`src/rtl/pipelined_alu_muldiv.sv`:
```
// rtl/pipelined_alu_muldiv.sv - two-stage ALU with pipelined multiply and iterative radix-2 divide/modulus
module pipelined_alu_muldiv #(
    parameter int DATA_WIDTH    = 32,
    parameter bit ENABLE_MULDIV = 1'b1,
    parameter int CNT_W         = $clog2(DATA_WIDTH) + 1
) (
    input  logic                  clk,
    input  logic                  rst,
    input  logic                  in_valid,
    output logic                  in_ready,
    input  logic [DATA_WIDTH-1:0] A,
    input  logic [DATA_WIDTH-1:0] B,
    input  logic [3:0]            ALU_sel,
    output logic                  out_valid,
    output logic [DATA_WIDTH-1:0] ALU_out,
    output logic                  eq,
    output logic                  gt,
    output logic                  ge,
    output logic                  set,
    output logic                  div_by_zero
);

    localparam logic [3:0] OP_ADD = 4'h0;
    localparam logic [3:0] OP_SUB = 4'h1;
    localparam logic [3:0] OP_MUL = 4'h2;
    localparam logic [3:0] OP_DIV = 4'h3;
    localparam logic [3:0] OP_OR  = 4'h4;
    localparam logic [3:0] OP_AND = 4'h5;
    localparam logic [3:0] OP_LSH = 4'h6;
    localparam logic [3:0] OP_RSH = 4'h7;
    localparam logic [3:0] OP_NOT = 4'h8;
    localparam logic [3:0] OP_MOD = 4'h9;
    localparam logic [3:0] OP_XOR = 4'hA;

    localparam logic [DATA_WIDTH-1:0] ERR_MUL = DATA_WIDTH'(32'hCAFE_DEAD);
    localparam logic [DATA_WIDTH-1:0] ERR_DIV = DATA_WIDTH'(32'hDEAD_BEEF);
    localparam logic [DATA_WIDTH-1:0] ERR_MOD = DATA_WIDTH'(32'hBEEF_CAFE);

    logic                  accept;
    logic                  is_divop;
    logic                  start_div;
    logic                  take_fast;
    logic [3:0]            in_flags;

    logic                  s1_valid;
    logic [3:0]            s1_op;
    logic [3:0]            s1_flags;
    logic                  s1_dbz;
    logic [DATA_WIDTH-1:0] s1_add;
    logic [DATA_WIDTH-1:0] s1_sub;
    logic [DATA_WIDTH-1:0] s1_mul;
    logic [DATA_WIDTH-1:0] s1_or;
    logic [DATA_WIDTH-1:0] s1_and;
    logic [DATA_WIDTH-1:0] s1_xor;
    logic [DATA_WIDTH-1:0] s1_not;
    logic [DATA_WIDTH-1:0] s1_shl;
    logic [DATA_WIDTH-1:0] s1_shr;
    logic [DATA_WIDTH-1:0] fast_result;

    logic                  busy;
    logic                  div_done;
    logic                  div_mod;
    logic [3:0]            div_flags;
    logic [CNT_W-1:0]      cnt;
    logic [DATA_WIDTH-1:0] rem;
    logic [DATA_WIDTH-1:0] quo;
    logic [DATA_WIDTH-1:0] dvs;
    logic [DATA_WIDTH:0]   rem_shift;
    logic                  q_bit;
    logic [DATA_WIDTH-1:0] rem_next;

    // Ready drops for the whole division, including the cycle the final quotient bit settles.
    assign in_ready  = !rst && !busy && !div_done;
    assign accept    = in_valid && in_ready;
    assign is_divop  = ENABLE_MULDIV && (ALU_sel == OP_DIV || ALU_sel == OP_MOD);
    assign start_div = accept && is_divop && (B != '0);
    assign take_fast = accept && !start_div;

    always_comb begin
        in_flags = {A == B, A > B, A >= B, (A & B) != '0};
    end

    always_ff @(posedge clk) begin
        if (rst) begin
            s1_valid <= 1'b0;
            s1_op    <= '0;
            s1_flags <= '0;
            s1_dbz   <= 1'b0;
            s1_add   <= '0;
            s1_sub   <= '0;
            s1_mul   <= '0;
            s1_or    <= '0;
            s1_and   <= '0;
            s1_xor   <= '0;
            s1_not   <= '0;
            s1_shl   <= '0;
            s1_shr   <= '0;
        end else begin
            s1_valid <= take_fast;
            if (take_fast) begin
                s1_op    <= ALU_sel;
                s1_flags <= in_flags;
                s1_dbz   <= is_divop && (B == '0);
                s1_add   <= A + B;
                s1_sub   <= A - B;
                s1_mul   <= ENABLE_MULDIV ? A * B : '0;
                s1_or    <= A | B;
                s1_and   <= A & B;
                s1_xor   <= A ^ B;
                s1_not   <= ~A;
                // Shift amount is the whole of B, so any amount >= DATA_WIDTH yields zero.
                s1_shl   <= A << B;
                s1_shr   <= A >> B;
            end
        end
    end

    // Restoring step: shift in the next dividend bit, subtract the divisor when it fits.
    always_comb begin
        rem_shift = {rem, quo[DATA_WIDTH-1]};
        q_bit     = rem_shift >= {1'b0, dvs};
        rem_next  = q_bit ? DATA_WIDTH'(rem_shift - {1'b0, dvs}) : rem_shift[DATA_WIDTH-1:0];
    end

    always_ff @(posedge clk) begin
        if (rst) begin
            busy      <= 1'b0;
            div_done  <= 1'b0;
            div_mod   <= 1'b0;
            div_flags <= '0;
            cnt       <= '0;
            rem       <= '0;
            quo       <= '0;
            dvs       <= '0;
        end else if (start_div) begin
            busy      <= 1'b1;
            cnt       <= CNT_W'(DATA_WIDTH);
            rem       <= '0;
            quo       <= A;
            dvs       <= B;
            div_mod   <= (ALU_sel == OP_MOD);
            div_flags <= in_flags;
        end else if (busy) begin
            rem <= rem_next;
            quo <= {quo[DATA_WIDTH-2:0], q_bit};
            cnt <= cnt - CNT_W'(1);
            if (cnt == CNT_W'(1)) begin
                busy     <= 1'b0;
                div_done <= 1'b1;
            end
        end else if (div_done) begin
            div_done <= 1'b0;
        end
    end

    always_comb begin
        fast_result = '0;
        case (s1_op)
            OP_ADD:  fast_result = s1_add;
            OP_SUB:  fast_result = s1_sub;
            OP_MUL:  fast_result = ENABLE_MULDIV ? s1_mul : ERR_MUL;
            // With muldiv enabled, div/mod only take the fast path on a zero divisor.
            OP_DIV:  fast_result = ENABLE_MULDIV ? '0 : ERR_DIV;
            OP_MOD:  fast_result = ENABLE_MULDIV ? '0 : ERR_MOD;
            OP_OR:   fast_result = s1_or;
            OP_AND:  fast_result = s1_and;
            OP_LSH:  fast_result = s1_shl;
            OP_RSH:  fast_result = s1_shr;
            OP_NOT:  fast_result = s1_not;
            OP_XOR:  fast_result = s1_xor;
            default: fast_result = '0;
        endcase
    end

    // Fast ops and a finished division can never collide: nothing is accepted while dividing.
    always_ff @(posedge clk) begin
        if (rst) begin
            out_valid   <= 1'b0;
            ALU_out     <= '0;
            eq          <= 1'b0;
            gt          <= 1'b0;
            ge          <= 1'b0;
            set         <= 1'b0;
            div_by_zero <= 1'b0;
        end else if (s1_valid) begin
            out_valid         <= 1'b1;
            ALU_out           <= fast_result;
            {eq, gt, ge, set} <= s1_flags;
            div_by_zero       <= s1_dbz;
        end else if (div_done) begin
            out_valid         <= 1'b1;
            ALU_out           <= div_mod ? rem : quo;
            {eq, gt, ge, set} <= div_flags;
            div_by_zero       <= 1'b0;
        end else begin
            out_valid <= 1'b0;
        end
    end

endmodule

```
`config.mk`:
```
export PLATFORM = sky130hd
export DESIGN_NAME = pipelined_alu_muldiv
export DESIGN_NICKNAME = d
export VERILOG_FILES = /design/src/rtl/pipelined_alu_muldiv.sv
export SDC_FILE = /design/constraint.sdc
export NUM_CORES = 2
export LEC_CHECK = 0
export CAP_MARGIN = 0
export CORE_MARGIN = 5
export CORE_UTILIZATION = 55
export DETAILED_ROUTE_END_ITERATION = 8
export PLACE_DENSITY = 0.74
export SLEW_MARGIN = 10
export SYNTH_ARGS = -nofsm -noshare
export SYNTH_HDL_FRONTEND = slang
export SYNTH_SLANG_ARGS = --single-unit
```
`constraint.sdc`:
```
create_clock -name clk -period 11 [get_ports clk]
set_input_delay 1.65 -clock clk [delete_from_list [all_inputs] [get_ports clk]]
set_output_delay 1.65 -clock clk [all_outputs]
set_load 0.03 [all_outputs]
```
==> metrics.md <==
| Metric | Value |
|---|---|
| Run status | `complete, no violations` |
| Largest net degree at the start of global routing | `175` |
| Max-slew headroom | `5.25%` |
| Share of cells above drive strength 1 | `5.12%` |
| Vias in the first global route | `37300` |
| 1st-pass router iterations | `8` |
| Post-Syn Area | `41000 um^2` |
| Cell Area, Placed | `42600 um^2` |
| Setup-failing EPs final | `0` |
| Avg WL per Cell | `27.5 um` |
| Die Span Y | `283 um` |
| Worst Path Required | `11470 ps` |
| Critical Path Fanout Max | `24` |
| Async S/R FF share, synth | `0%` |
| Hold Crit Class | `flop to flop` |
| First-pass GRT wire length | `241000 um` |
| Final Hold Viols | `0` |
| Clk pin slew, worst setup/hold paths | `60 ps` |
| Io pins | `110` |
| Sequential share of the synthesized area | `21.6%` |
| Syn nets | `5834` |
| Slew @ Worst Pin | `1410 ps` |
| Final period util | `84.2%` |
| H-tree depth | `2` |
| Die area | `80000 um^2` |
| Final WL | `165000 um` |
| Number of synthesized flops with an enable pin | `0` |
| Unrepaired setup endpoints after global routing | `no` |
| Psw | `7.63 mW` |
| Top-area cell type share of the netlist area | `21.6%` |
| Cells after synthesis | `5099` |
| Dominant synthesized flop cell | `dfxtp_1` |
| Fmax | `108 MHz` |
| Critical path type | `input pin to flop` |
| Site Rows | `100` |
| Ys Warns | `0` |
| Hold-fix buffer count after cts | `0` |
| Worst hold slack | `453 ps` |
| Lkg Pwr | `18.7 nW` |
| DRT antenna net count | `0` |
| Post-CTS setup buffers | `0` |
| Clock Latency Late Sink | `620 ps` |
| Hpwl dp | `121000 um` |
| Initial antenna violation count | `7` |
| Avg Inst Size Synth | `8.04 um^2` |
| Vias post-DR | `39100` |
| Final Cell Area | `44200 um^2` |
| Layout area overhead | `7.91%` |
| Final min period | `9270 ps` |
| Initial core utilization | `55.2%` |
| Die X | `283 um` |
| Flop pwr share | `11.4%` |
| Pwr Density | `354 nW/um^2` |
| Maximum VDD drop | `798 uV` |
| Post-CTS resize count | `0` |
| CTS tree | `yes` |
| Comb power frac | `78.0%` |
| Total power | `15.7 mW` |
| Critical Path Start Type | `input pin` |
| DR vias/cell | `6.53` |
| Clock root buffer master | `clkbuf_16` |
| #FFs+latches synth | `442` |
| GRT overflow | `0` |
| Fin Setup TNS | `0 ps` |
| Synth area leader | `dfxtp_1` |
| Final Skew | `36.1 ps` |
| Port bufs | `109` |
| Pint | `8.02 mW` |
| Most area-consuming cells after synthesis | `dfxtp_1 (22%), fa_1 (20%), ha_1 (7.7%)` |
| Core area | `74200 um^2` |
| Synth unique cells | `89` |
| Core Util, Final | `59.6%` |
| Clk pwr share | `10.6%` |
| Crit path DAT | `9740 ps` |
| Num CTS Buffers | `45` |
| Slew Viols, Final | `0` |
| DRC violations left | `0` |
| GRT Total Usage | `39.5%` |
| Clock tree sinks | `442` |
| Max-cap violations | `0` |
| Final nets | `5722` |
| CTS Buffer Depth | `3` |
| DRT iter0 DRCs | `5539` |
| Switching part of the total | `48.7%` |
| GP Congestion | `1.02` |
| Crit. End Element | `flop` |
[placed cells by master, fill, tap and decap left out, drive strengths merged, types with 20 or more instances in the layout]
master	count
o211ai	21
nand2b	30
clkdlybuf4s50	104
inv	532
xnor2	123
xor2	40
o21ai	124
o31ai	41
nor2b	21
a21oi	433
fa	411
a21o	44
nand2	694
o21bai	20
buf	105
nand3	31
and3	36
mux2i	106
a22oi	114
and2	21
nor2	633
dfxtp	442
clkbuf	62
a221oi	39
nor3	70
a211oi	155
ha	253
clkinv	24
a31oi	43
[cell families (layout without fill, tap and decap cells)]
group | Yosys count | count (layout) | synth area share [%]
flip-flops | 442 | 442 | 21.6
buffers and inverters | 915 | 835 | 8.62
AND/OR/NAND/NOR | 1604 | 1604 | 16.2
multiplexers | 118 | 118 | 3.00
adder cells (fa/ha/maj) | 664 | 664 | 27.8
other | 0 | 7 | 0
XOR/XNOR | 163 | 163 | 3.48
AO/OA/AOI/OAI | 1193 | 1193 | 19.3
[power groups by stage]
stage | clock network (mW) | logic [mW] | registers (mW)
floorplan | 0 | 9.28 | 1.80
global placement | 0 | 11.8 | 1.81
detailed placement | 0 | 12.0 | 1.81
CTS | 1.66 | 12.1 | 1.78
global route | 1.72 | 13.5 | 1.79
finish | 1.66 | 12.2 | 1.78
[path summary, 6_finish.rpt]
| kind | end | startpoint | cells after the start | slack [ps] |
|---|---|---|---|---|
| max | s1_mul[31] | B[4] | 26 | 1730 |
| min | s1_add[6] | s1_add[6] | 2 | 450 |
| max reg2reg | rem[13] | rem[9] | 12 | 7100 |
| min reg2reg | s1_add[6] | s1_add[6] | 2 | 450 |
[synthesized netlist by cell type, types with 21 or more instances]
library cell / instances
a221oi_1: 39
inv_1: 523
buf_2: 52
a31oi_1: 43
nand2_1: 694
nor2b_1: 21
ha_1: 253
o211ai_1: 21
clkbuf_1: 279
mux2i_1: 106
xor2_1: 40
nor3_1: 68
buf_1: 30
fa_1: 411
a21oi_1: 430
dfxtp_1: 442
o31ai_1: 39
and2_1: 21
nor2_1: 629
a211oi_1: 155
a21o_1: 44
xnor2_1: 123
nand2b_1: 30
o21ai_0: 104
a22oi_1: 114
nand3_1: 31
and3_1: 36
[per-stage QoR]
step                      cells  worst slack, ps
after global routing       5989             1440
after global placement     5909             1430
after CTS                  5988             1920
after detailed placement   5909             1290
final                      5995             1730
after floorplan            5099             1930
[routing by layer]
layer / global-route usage (%) / vias to the layer above / wire length, um
li1: - / 16800 / -
met1: 52.8 / 18900 / 62100
met2: 58.0 / 2805 / 68600
met3: 11.5 / 654 / 22300
met4: 21.4 / 4 / 11800
met5: 0 / - / 31
[final cells by class]
cell class,count,area [um^2]
Multi-Input combinational cell,3742,28600
Sequential cell,442,8850
Tap cell,969,1210
Clock buffer,62,1320
Timing Repair Buffer,209,1870
Fill cell,6827,30000
Clock inverter,17,229
Antenna cell,7,17.5
Inverter,547,2060
[registers in the layout (all words and copies together) (netlist names), 4 cells and up]
signal / count
ALU_out: 32
dvs: 32
quo: 32
rem: 32
s1_add: 32
s1_mul: 32
s1_not: 32
s1_or: 32
s1_shl: 32
s1_shr: 32
s1_and: 31
s1_sub: 31
s1_xor: 31
cnt: 6
div_flags: 4
s1_flags: 4
s1_op: 4
[critical path, stage by stage]
cell	delay, ps
clkdlybuf4s50_1	980
buf_4	440
ha_1	380
inv_1	120
fa_1	520
fa_1	420
fa_1	530
inv_1	60
fa_1	530
ha_1	220
ha_1	270
inv_1	40
fa_1	470
inv_1	50
fa_1	440
ha_1	320
o21a_1	190
o2111ai_1	160
o221ai_1	500
a21oi_2	160
o22ai_1	420
a41oi_2	210
a21oi_1	270
a31oi_1	140
xnor2_1	150
o21ai_1	70
(Power assumes the default switching activity.)
